[src/rtl/spi_rx_framer_pkg.sv]
// rtl/spi_rx_framer_pkg.sv - shared SPI receive framer constants and state encoding
package spi_rx_framer_pkg;

    localparam int FRAME_BITS_DEF  = 40;
    localparam int STATUS_BITS_DEF = 8;

    typedef enum logic [1:0] {
        IDLE    = 2'd0,
        SHIFT   = 2'd1,
        WAIT_CS = 2'd2
    } rx_state_e;

endpackage

[src/rtl/spi_rx_framer_if.sv]
// rtl/spi_rx_framer_if.sv - serial input and framed output bundle of the SPI receive framer
interface spi_rx_framer_if
    import spi_rx_framer_pkg::*;
#(
    parameter int FRAME_BITS  = FRAME_BITS_DEF,
    parameter int STATUS_BITS = STATUS_BITS_DEF
);

    logic                              bit_in;
    logic                              bit_valid_in;
    logic                              cs_n_in;
    logic                              ready_in;
    logic                              clear_in;
    logic                              valid_out;
    logic [STATUS_BITS-1:0]            status_out;
    logic [FRAME_BITS-STATUS_BITS-1:0] data_out;
    logic                              overrun_out;
    logic                              frame_err_out;

    modport master (
        output bit_in, bit_valid_in, cs_n_in, ready_in, clear_in,
        input  valid_out, status_out, data_out, overrun_out, frame_err_out
    );

    modport slave (
        input  bit_in, bit_valid_in, cs_n_in, ready_in, clear_in,
        output valid_out, status_out, data_out, overrun_out, frame_err_out
    );

endinterface

[src/rtl/spi_rx_shift.sv]
// rtl/spi_rx_shift.sv - LSB-first receive shift register with synchronous clear and enable
module spi_rx_shift
    import spi_rx_framer_pkg::*;
#(
    parameter int WIDTH = FRAME_BITS_DEF
) (
    input  logic             clk_in,
    input  logic             reset_n_in,
    input  logic             clr_in,
    input  logic             en_in,
    input  logic             data_in,
    output logic [WIDTH-1:0] r_data_out
);

    // Shifting right means the first bit ends up in bit 0 once WIDTH bits are in.
    always_ff @(posedge clk_in or negedge reset_n_in) begin
        if (!reset_n_in) begin
            r_data_out <= '0;
        end else if (clr_in) begin
            r_data_out <= '0;
        end else if (en_in) begin
            r_data_out <= {data_in, r_data_out[WIDTH-1:1]};
        end
    end

endmodule

[src/rtl/spi_rx_framer.sv]
// rtl/spi_rx_framer.sv - collects SPI MISO bits into status/data frames with overrun and short-frame reporting
module spi_rx_framer
    import spi_rx_framer_pkg::*;
#(
    parameter int FRAME_BITS  = FRAME_BITS_DEF,
    parameter int STATUS_BITS = STATUS_BITS_DEF
) (
    input  logic           clk_in,
    input  logic           reset_n_in,
    spi_rx_framer_if.slave rx
);

    localparam int DATA_BITS = FRAME_BITS - STATUS_BITS;
    localparam int CNT_W     = $clog2(FRAME_BITS + 1);
    localparam logic [CNT_W-1:0] CNT_LAST = CNT_W'(FRAME_BITS - 1);

    rx_state_e              state_q;
    rx_state_e              state_d;
    logic [CNT_W-1:0]       cnt_q;
    logic                   shift_clr;
    logic                   shift_en;
    logic                   frame_done_d;
    logic                   frame_done_q;
    logic                   frame_err_d;
    logic [FRAME_BITS-1:0]  shift_data;
    logic                   load;
    logic                   overrun_evt;

    logic                   valid_q;
    logic [STATUS_BITS-1:0] status_q;
    logic [DATA_BITS-1:0]   data_q;
    logic                   overrun_q;
    logic                   frame_err_q;

    spi_rx_shift #(
        .WIDTH (FRAME_BITS)
    ) u_shift (
        .clk_in     (clk_in),
        .reset_n_in (reset_n_in),
        .clr_in     (shift_clr),
        .en_in      (shift_en),
        .data_in    (rx.bit_in),
        .r_data_out (shift_data)
    );

    always_ff @(posedge clk_in or negedge reset_n_in) begin
        if (!reset_n_in) begin
            state_q <= IDLE;
        end else begin
            state_q <= state_d;
        end
    end

    // Chip-select release outranks a coincident strobe, so that bit never counts.
    always_comb begin
        state_d      = state_q;
        shift_clr    = 1'b0;
        shift_en     = 1'b0;
        frame_done_d = 1'b0;
        frame_err_d  = 1'b0;
        case (state_q)
            IDLE: begin
                if (!rx.cs_n_in) begin
                    state_d   = SHIFT;
                    shift_clr = 1'b1;
                end
            end
            SHIFT: begin
                if (rx.cs_n_in) begin
                    state_d     = IDLE;
                    frame_err_d = (cnt_q != '0);
                end else if (rx.bit_valid_in) begin
                    shift_en = 1'b1;
                    if (cnt_q == CNT_LAST) begin
                        frame_done_d = 1'b1;
                        state_d      = WAIT_CS;
                    end
                end
            end
            WAIT_CS: begin
                if (rx.cs_n_in) begin
                    state_d = IDLE;
                end
            end
            default: state_d = IDLE;
        endcase
    end

    always_ff @(posedge clk_in or negedge reset_n_in) begin
        if (!reset_n_in) begin
            cnt_q <= '0;
        end else if (shift_clr) begin
            cnt_q <= '0;
        end else if (shift_en) begin
            cnt_q <= cnt_q + CNT_W'(1);
        end
    end

    // The completed frame is handed over one edge after its last bit is shifted in.
    assign load        = frame_done_q && (!valid_q || rx.ready_in);
    assign overrun_evt = frame_done_q && !load;

    always_ff @(posedge clk_in or negedge reset_n_in) begin
        if (!reset_n_in) begin
            frame_done_q <= 1'b0;
            frame_err_q  <= 1'b0;
            valid_q      <= 1'b0;
            status_q     <= '0;
            data_q       <= '0;
            overrun_q    <= 1'b0;
        end else begin
            frame_done_q <= frame_done_d;
            frame_err_q  <= frame_err_d;
            if (load) begin
                valid_q  <= 1'b1;
                status_q <= shift_data[FRAME_BITS-1:DATA_BITS];
                data_q   <= shift_data[DATA_BITS-1:0];
            end else if (rx.ready_in) begin
                valid_q  <= 1'b0;
            end
            if (overrun_evt) begin
                overrun_q <= 1'b1;
            end else if (rx.clear_in) begin
                overrun_q <= 1'b0;
            end
        end
    end

    assign rx.valid_out     = valid_q;
    assign rx.status_out    = status_q;
    assign rx.data_out      = data_q;
    assign rx.overrun_out   = overrun_q;
    assign rx.frame_err_out = frame_err_q;

endmodule

[src/flat_wrapper.sv]
// flat-port wrapper written by rule: the top's interface ports become plain ports
module spi_rx_framer_flat import spi_rx_framer_pkg::*;
#(
    parameter int FRAME_BITS  = FRAME_BITS_DEF,
    parameter int STATUS_BITS = STATUS_BITS_DEF
)
  (clk_in, reset_n_in, rx_bit_in, rx_bit_valid_in, rx_cs_n_in, rx_ready_in, rx_clear_in, rx_valid_out, rx_status_out, rx_data_out, rx_overrun_out, rx_frame_err_out);
  spi_rx_framer_if #(.FRAME_BITS(FRAME_BITS), .STATUS_BITS(STATUS_BITS)) rx_i ();
  input  logic clk_in;
  input  logic reset_n_in;
  input wire logic [$bits(rx_i.bit_in)-1:0] rx_bit_in;
  input wire logic [$bits(rx_i.bit_valid_in)-1:0] rx_bit_valid_in;
  input wire logic [$bits(rx_i.cs_n_in)-1:0] rx_cs_n_in;
  input wire logic [$bits(rx_i.ready_in)-1:0] rx_ready_in;
  input wire logic [$bits(rx_i.clear_in)-1:0] rx_clear_in;
  output wire logic [$bits(rx_i.valid_out)-1:0] rx_valid_out;
  output wire logic [$bits(rx_i.status_out)-1:0] rx_status_out;
  output wire logic [$bits(rx_i.data_out)-1:0] rx_data_out;
  output wire logic [$bits(rx_i.overrun_out)-1:0] rx_overrun_out;
  output wire logic [$bits(rx_i.frame_err_out)-1:0] rx_frame_err_out;
  assign rx_i.bit_in = rx_bit_in;
  assign rx_i.bit_valid_in = rx_bit_valid_in;
  assign rx_i.cs_n_in = rx_cs_n_in;
  assign rx_i.ready_in = rx_ready_in;
  assign rx_i.clear_in = rx_clear_in;
  assign rx_valid_out = rx_i.valid_out;
  assign rx_status_out = rx_i.status_out;
  assign rx_data_out = rx_i.data_out;
  assign rx_overrun_out = rx_i.overrun_out;
  assign rx_frame_err_out = rx_i.frame_err_out;
  spi_rx_framer #(.FRAME_BITS(FRAME_BITS), .STATUS_BITS(STATUS_BITS)) u_core (.clk_in(clk_in), .reset_n_in(reset_n_in), .rx(rx_i));
endmodule
[config.mk]
export PLATFORM = sky130hd
export DESIGN_NAME = spi_rx_framer_flat
export DESIGN_NICKNAME = d
export VERILOG_FILES = /design/src/rtl/spi_rx_framer_pkg.sv /design/src/rtl/spi_rx_framer_if.sv /design/src/rtl/spi_rx_shift.sv /design/src/rtl/spi_rx_framer.sv /design/src/flat_wrapper.sv
export SDC_FILE = /design/constraint.sdc
export NUM_CORES = 1
export LEC_CHECK = 0
export ABC_AREA = 1
export BUFFER_PORTS_ARGS = -buffer_cell sky130_fd_sc_hd__buf_4
export CAP_MARGIN = 15
export CELL_PAD_IN_SITES_DETAIL_PLACEMENT = 0
export CELL_PAD_IN_SITES_GLOBAL_PLACEMENT = 1
export CORE_MARGIN = 2
export CORE_UTILIZATION = 44
export DETAILED_ROUTE_END_ITERATION = 8
export PLACE_DENSITY = 0.81
export SLEW_MARGIN = 20
export SYNTH_ARGS = -nofsm -noshare
export SYNTH_HDL_FRONTEND = slang
export SYNTH_SLANG_ARGS = --single-unit
[constraint.sdc]
create_clock -name clk_in -period 1.34 [get_ports clk_in]
set_input_delay 0.201 -clock clk_in [delete_from_list [all_inputs] [get_ports clk_in]]
set_output_delay 0.201 -clock clk_in [all_outputs]
set_load 0.02 [all_outputs]
==> results.md, run 1 <==
- Post-CTS Setup Bufs: 0
- Worst-skew pair later-pin latency: 360 ps
- Detailed placer's ending HPWL: 4350 um
- Final number of setup-violating endpoints: 0
- Post-Route WL: 6650 um
- DR WL/cell: 12.4 um
- Multi-input gate area: 1130 um^2
- Number of CTS-inserted buffers: 9
- Clock buffer depth: 2
- Die Width: 96.5 um
- H-tree depth: 3
- Synth top area share: 0.612
- Layout Nets: 435
- Sequential cell area: 2300 um^2
- Crit path kind: register to register
- Antenna-violating nets left: 0
- Row cnt: 33
- Peak VDD IR: 0.000495 V
- Mapped Cells: 375
- Initial Util: 0.456
- Clock power share: 0.402
- Gate power share: 0.042
- # port buffers: 49
- Area leader, netlist: dfrtp_1
- Final instance area: 4470 um^2
- Run status: finished, final reports clean
- Synth Register Bits: 92
- Worst Reg2Reg Path Length in Cells: 5
- Syn. warnings: 0
- Tcrit/Tclk final: 0.931
- CTS clk-pin slew, worst paths: 80 ps
- Die ar.: 9310 um^2
- Vias per inst: 4.74
- Pre-CTS setup slack: 39.9 ps
- Critical path arrival: 1540 ps
- GRT Resource Usage Total: 0.157
- Drt pass-1 iters: 4
- Initial antenna violation count: 0
- Avg Cell Area, Syn: 10.0 um^2
- Final Hold Viols: 0
- Pleak: 2.12 nW
- CP startpoint kind: register
- Area growth syn-to-layout: 18.8%
- CTS root buf: clkbuf_8
- Sw Share: 0.224
- Post-synth EDFFs: 0
- Pins Over Slew Limit: 0
- Min-Delay Path Depth: 2
- Req. time, crit path: 1640 ps
- Power density over cell area: 1130 nW/um^2
- Placed cell count: 519
- Drt drc: 0
- Core area: 8260 um^2
- Vias: 2541
- Setup ws final: 92.3 ps
- Layout Cells excl Fill: 536
- Cell area after synthesis: 3760 um^2
- Worst relative slew slack: 0.676
- Min-delay worst type: input port to register
- # fillers: 773
- Die Ht: 96.5 um
- Total chip power: 5.05 mW
- Top cells by count, synth: nand2_1 (105), dfrtp_1 (92), inv_1 (51)
- Tightest Pin Transition: 486 ps
- Vias in the first global route: 2395
- First-pass GRT wire length: 11200 um
- Sequential power share: 0.556
- Synth top area cells: dfrtp_1 (61%), nand2_1 (10%), o21ai_2 (9.3%)
- Top FF cell, synth: dfrtp_1
- Drt first-iter violations: 145
- Synth async-reset ratio: 1.00
- Clock sinks: 92
- # Max-Cap Violations: 0
- Fmax: 801 MHz
- GPL Wtd Cong: 0.718
- Remaining Overflow, GRT: 0
- Net Count, Synth: 384
- RSZ-0062 raised after global routing: no
- Boundary Pins: 50
- Worst Setup End Kind: register
- Layout cells sized above 1: 0.274
- Int Power: 3.92 mW
- CTS tree: built
- Clock skew: 8.75 ps
- Placed cell area: 4240 um^2
- Setup_tns: 0 ps
- Switching power: 1.13 mW
- Max FO, Critical Path: 5
- Yosys cell types: 22
- Register area share after synthesis: 0.612
- Final Critical Period: 1250 ps
- Largest net degree at the start of global routing: 93
- Diodes inserted: 0
- Most frequent cell after synthesis: nand2_1
metrics by stage:
stage | util | hold WS [ps]
3_3_place_gp | 0.513 | 288
6_report | 0.542 | 29.5
4_1_cts | 0.541 | 16.5
2_1_floorplan | - | -94.6
5_1_grt | 0.542 | 33.5
3_5_place_dp | 0.513 | 290
layout make-up:
cell class,instances,share of cell area
Inverter,53,0.0445
Tap cell,105,0.0294
Multi-Input combinational cell,213,0.252
Timing Repair Buffer,57,0.110
Clock buffer,11,0.0294
Sequential cell,92,0.515
Clock inverter,5,0.0193
layout by cell type (no fill, tap or decap), types with 4 or more instances in the layout:
| cell | synthesis | layout |
|---|---|---|
| buf_4 | 1 | 51 |
| o21ai_1 | 5 | 5 |
| o21ai_0 | 35 | 35 |
| nor2_1 | 6 | 6 |
| nand2_1 | 105 | 105 |
| buf_12 | 0 | 5 |
| inv_1 | 51 | 51 |
| dfrtp_1 | 92 | 91 |
| clkbuf_8 | 0 | 9 |
| nand3_1 | 9 | 9 |
| nand4_1 | 4 | 4 |
| o21ai_2 | 40 | 40 |
cells by family (layout without fill, tap and decap cells):
logic type               Yosys count  count (layout)  share of synthesized area
AND/OR/NAND/NOR                  128             128                      0.137
AO/OA/AOI/OAI                     82              82                      0.152
flip-flops                        92              92                      0.612
adder cells (fa/ha/maj)            2               2                    0.00665
XOR/XNOR                           1               1                    0.00233
buffers and inverters             70             126                     0.0901
power by group through the flow:
stage | clock (mW) | combinational, mW | sequential (mW)
2_1_floorplan | 0 | 0.109 | 2.86
3_3_place_gp | 0 | 0.211 | 2.86
6_report | 2.03 | 0.212 | 2.81
5_1_grt | 2.20 | 0.237 | 2.81
3_5_place_dp | 0 | 0.216 | 2.86
4_1_cts | 2.08 | 0.219 | 2.80
state kept, by name (all words and copies together) (netlist names):
register,count
u_core.rx.data_out,32
u_core.u_shift.r_data_out,40
u_core.frame_done_q,1
u_core.rx.overrun_out,1
u_core.rx.valid_out,1
u_core.state_q,2
u_core.cnt_q,6
u_core.rx.status_out,8
u_core.rx.frame_err_out,1
worst max-delay path, cell delays in order (launching register included):
cell	delay, ps
dfrtp_1	420
ha_1	260
nand3_1	110
nor3_2	170
nand2_1	120
nand2_1	90
repair_timing:
action,CTS,global route
endpoints found under the setup margin,0,3
resized for setup,0,2
hold endpoints to repair,92,0
hold buffers,1,0
final timing paths:
path | from | to | slack [ps]
max | u_core.cnt_q[1] | u_core.state_q[1] | 90
min | rx_clear_in | u_core.rx.overrun_out | 30
max reg2reg | u_core.cnt_q[1] | u_core.state_q[1] | 90
min reg2reg | u_core.rx.data_out[0] | u_core.rx.data_out[0] | 480
max in group asynchronous | reset_n_in | u_core.cnt_q[0] | 530
min in group asynchronous | reset_n_in | u_core.rx.data_out[10] | 410
routing by layer:
| layer | vias to the layer above | GRT usage | routed length (um) |
|---|---|---|---|
| met4 | 0 | 0.0634 | 109 |
| met3 | 8 | 0.0380 | 282 |
| met1 | 1218 | 0.219 | 3150 |
| li1 | 1277 | - | - |
| met5 | - | 0 | 0 |
| met2 | 38 | 0.236 | 3110 |
Power figures use the tool's default switching activity.
==> inputs of run 2 (changes only) <==
--- a/config.mk
+++ b/config.mk
@@ -11,9 +11,10 @@
 export CELL_PAD_IN_SITES_DETAIL_PLACEMENT = 0
 export CELL_PAD_IN_SITES_GLOBAL_PLACEMENT = 1
 export CORE_MARGIN = 2
-export CORE_UTILIZATION = 44
+export CORE_UTILIZATION = 45
+export CTS_BUF_LIST = sky130_fd_sc_hd__clkbuf_8
 export DETAILED_ROUTE_END_ITERATION = 8
-export PLACE_DENSITY = 0.81
+export PLACE_DENSITY = 0.83
 export SLEW_MARGIN = 20
 export SYNTH_ARGS = -nofsm -noshare
 export SYNTH_HDL_FRONTEND = slang
==> run 2 against run 1 <==
Net effect: cell count grew 0.19%; clock power rose by 6%; cell area up 0.14%; global-route usage is 0.48 points higher; maximum frequency barely moved; utilization grew 0.62 points; routed wire length down 0.11%; sequential cell count is the same; combinational power down 6%; clock skew down 3.2 ps; largest cell class unchanged.
==> results.md, run 2 (synthesis gave the netlist of run 1 again) <==
- Critical path depth in cells: 5 (unchanged)
- Drt pass-1 iters: 4 (unchanged)
- Initial antenna violation count: 0 (unchanged)
- R2R Path Start: u_core.cnt_q[1]
- GPL Wtd Cong: 0.753 (+4.8%)
- Max FO, Critical Path: 5 (unchanged)
- Clock sinks: 92 (unchanged)
- Placed cell count: 520 (+0.19%)
- Pins Over Slew Limit: 0 (unchanged)
- Total chip power: 5.16 mW (+2.2%)
- Pleak: 2.13 nW (+0.67%)
- DR WL/cell: 12.4 um (-0.29%)
- Die Width: 95.5 um (-1.1%)
- Final Hold Viols: 0 (unchanged)
- Layout Cells excl Fill: 537 (+0.19%)
- CTS root buf: clkbuf_8
- Clock buffer depth: 2 (unchanged)
- GRT Resource Usage Total: 0.161 (+0.00484)
- Slowest-stage cell, CP: dfrtp_1
- Post-Route WL: 6650 um (-0.11%)
- Critical path arrival: 1530 ps (about the same)
- Most common cell after layout, fill and taps aside: nand2_1
- Min-Delay Path Depth: 2 (unchanged)
- Initial Util: 0.460 (+0.00460)
- Core area: 8180 um^2 (-1.0%)
- Run status: finished, final reports clean
- Layout Nets: 436 (+0.23%)
- Largest net degree at the start of global routing: 93 (unchanged)
- CTS tree: built
- Area growth syn-to-layout: 19.0%
- Worst-skew pair later-pin latency: 350 ps (about the same)
- H-tree depth: 3 (unchanged)
- Boundary Pins: 50 (unchanged)
- Vias: 2540 (-0.039%)
- Tightest Pin Transition: 483 ps (-2.91 ps)
- Worst hold start: rx_clear_in
- Setup crit start: u_core.cnt_q[1]
- Clock skew: 5.56 ps (-3.20 ps)
- CTS clk-pin slew, worst paths: 90 ps (about the same)
- Diodes inserted: 0 (unchanged)
- Crit-path most repeated cell: nand2_1
- Fmax: 802 MHz (about the same)
- Final number of setup-violating endpoints: 0 (unchanged)
- Vias in the first global route: 2358 (-1.5%)
- Worst Reg2Reg Path Length in Cells: 5 (unchanged)
- Antenna-violating nets left: 0 (unchanged)
- Worst relative slew slack: 0.678 (+0.00194)
- CP delay by family, top: simple AND/OR/NAND/NOR gates
- Remaining Overflow, GRT: 0 (unchanged)
- # Max-Cap Violations: 0 (unchanged)
- Die ar.: 9110 um^2 (-2.1%)
- # port buffers: 49 (unchanged)
- Tcrit/Tclk final: 0.931 (about the same)
- Final Critical Period: 1250 ps (-0.419 ps)
- Worst Setup End Kind: register
- CP startpoint kind: register
- Req. time, crit path: 1620 ps (-20 ps)
- Detailed placer's ending HPWL: 4350 um (+0.21%)
- Power density over cell area: 1150 nW/um^2 (+2.1%)
- Slowest Stage Delay on Critical Path: 440 ps (+20 ps)
- Max FFs per register: 40 (unchanged)
- Reg with most FFs: u_core.u_shift.r_data_out
- Die Ht: 95.5 um (-1.1%)
- Most frequent cells in the layout: nand2_1 (105), dfrtp_1 (91), inv_1 (53), buf_4 (52), o21ai_2 (40)
- Min-delay worst type: input port to register
- Crit path kind: register to register
- Buf/Inv on CP: 0 (unchanged)
- Crit path cell chain: ha_1 -> nand3_1 -> nor3_2 -> nand2_1 -> nand2_1
- Row cnt: 33 (unchanged)
- First-pass GRT wire length: 11300 um (+0.74%)
- Drt first-iter violations: 144 (-0.69%)
- Drt drc: 0 (unchanged)
- Vias per inst: 4.73 (-0.23%)
- Number of CTS-inserted buffers: 9 (unchanged)
- Layout cells sized above 1: 0.278 (+0.00400)
- Peak VDD IR: 0.000467 V (-5.7%)
==> run 2: cell types whose count changed in the layout (fill, tap and decap cells not counted) <==
cell       change
clkinv_4       -3
buf_12         -2
buf_6          +2
clkbuf_1       -2
clkinv_2       +2
inv_1          +2
buf_4          +1
bufinv_16      +1
nor2_1         -1
nor2_2         +1
==> run 2: what timing repair did <==
action	4_1_cts	5_1_grt
endpoints found under the setup margin	2	17
setup buffers	0	0
endpoints found under the hold margin	92	0
hold buffers	1	0
resized for setup	1	4
==> run 2: metal layers <==
metal	up-vias	part of all wire	GRT usage
li1	1279	-	-
met2	41	0.46	0.234
met3	6	0.034	0.0395
met1	1214	0.50	0.232
met4	0	0.0069	0.0702
met5	-	0	0
==> run 2: where the power goes <==
part           switching, mW  internal (mW)  leakage [nW]
clock                  0.933           1.22         0.126
sequential            0.0180           2.79          1.28
combinational          0.141         0.0594         0.729
==> run 2: worst paths after layout <==
kind,to,slack (ps)
hold reg to reg,u_core.u_shift.r_data_out[15],490
setup reg to reg,u_core.state_q[1],90
hold / removal,u_core.rx.overrun_out,40
setup / recovery,u_core.state_q[1],90
min in group asynchronous,u_core.cnt_q[5],420
max in group asynchronous,u_core.cnt_q[0],520
==> run 2: cell type report <==
cell class,instances,area (um^2)
inverters,53,199
clock buffers,9,124
fillers,738,3700
clock inverters,7,108
multi-input cells,213,1130
repair buffers,58,483
well taps,105,131
flip-flops and latches,92,2300
==> run 2: through the flow <==
step / instance area (um^2) / utilization / worst slack (ps) / setup TNS (ps) / hold slack, ps
after floorplan: 3760 / - / 135 / 0 / -94.6
after global placement: 4220 / 0.516 / 0.400 / 0 / 284
after detailed placement: 4220 / 0.516 / -3.88 / -3.88 / 286
after CTS: 4460 / 0.546 / 15.6 / 0 / 25.3
after global routing: 4480 / 0.548 / -14.6 / -14.6 / 33.1
final: 4480 / 0.548 / 92.7 / 0 / 43.4
==> run 2: worst register-to-register path, stage by stage (launching register included) <==
cell and delay [ps]:
dfrtp_1 440, ha_1 260, nand3_1 110, nor3_2 170
nand2_1 120, nand2_1 80
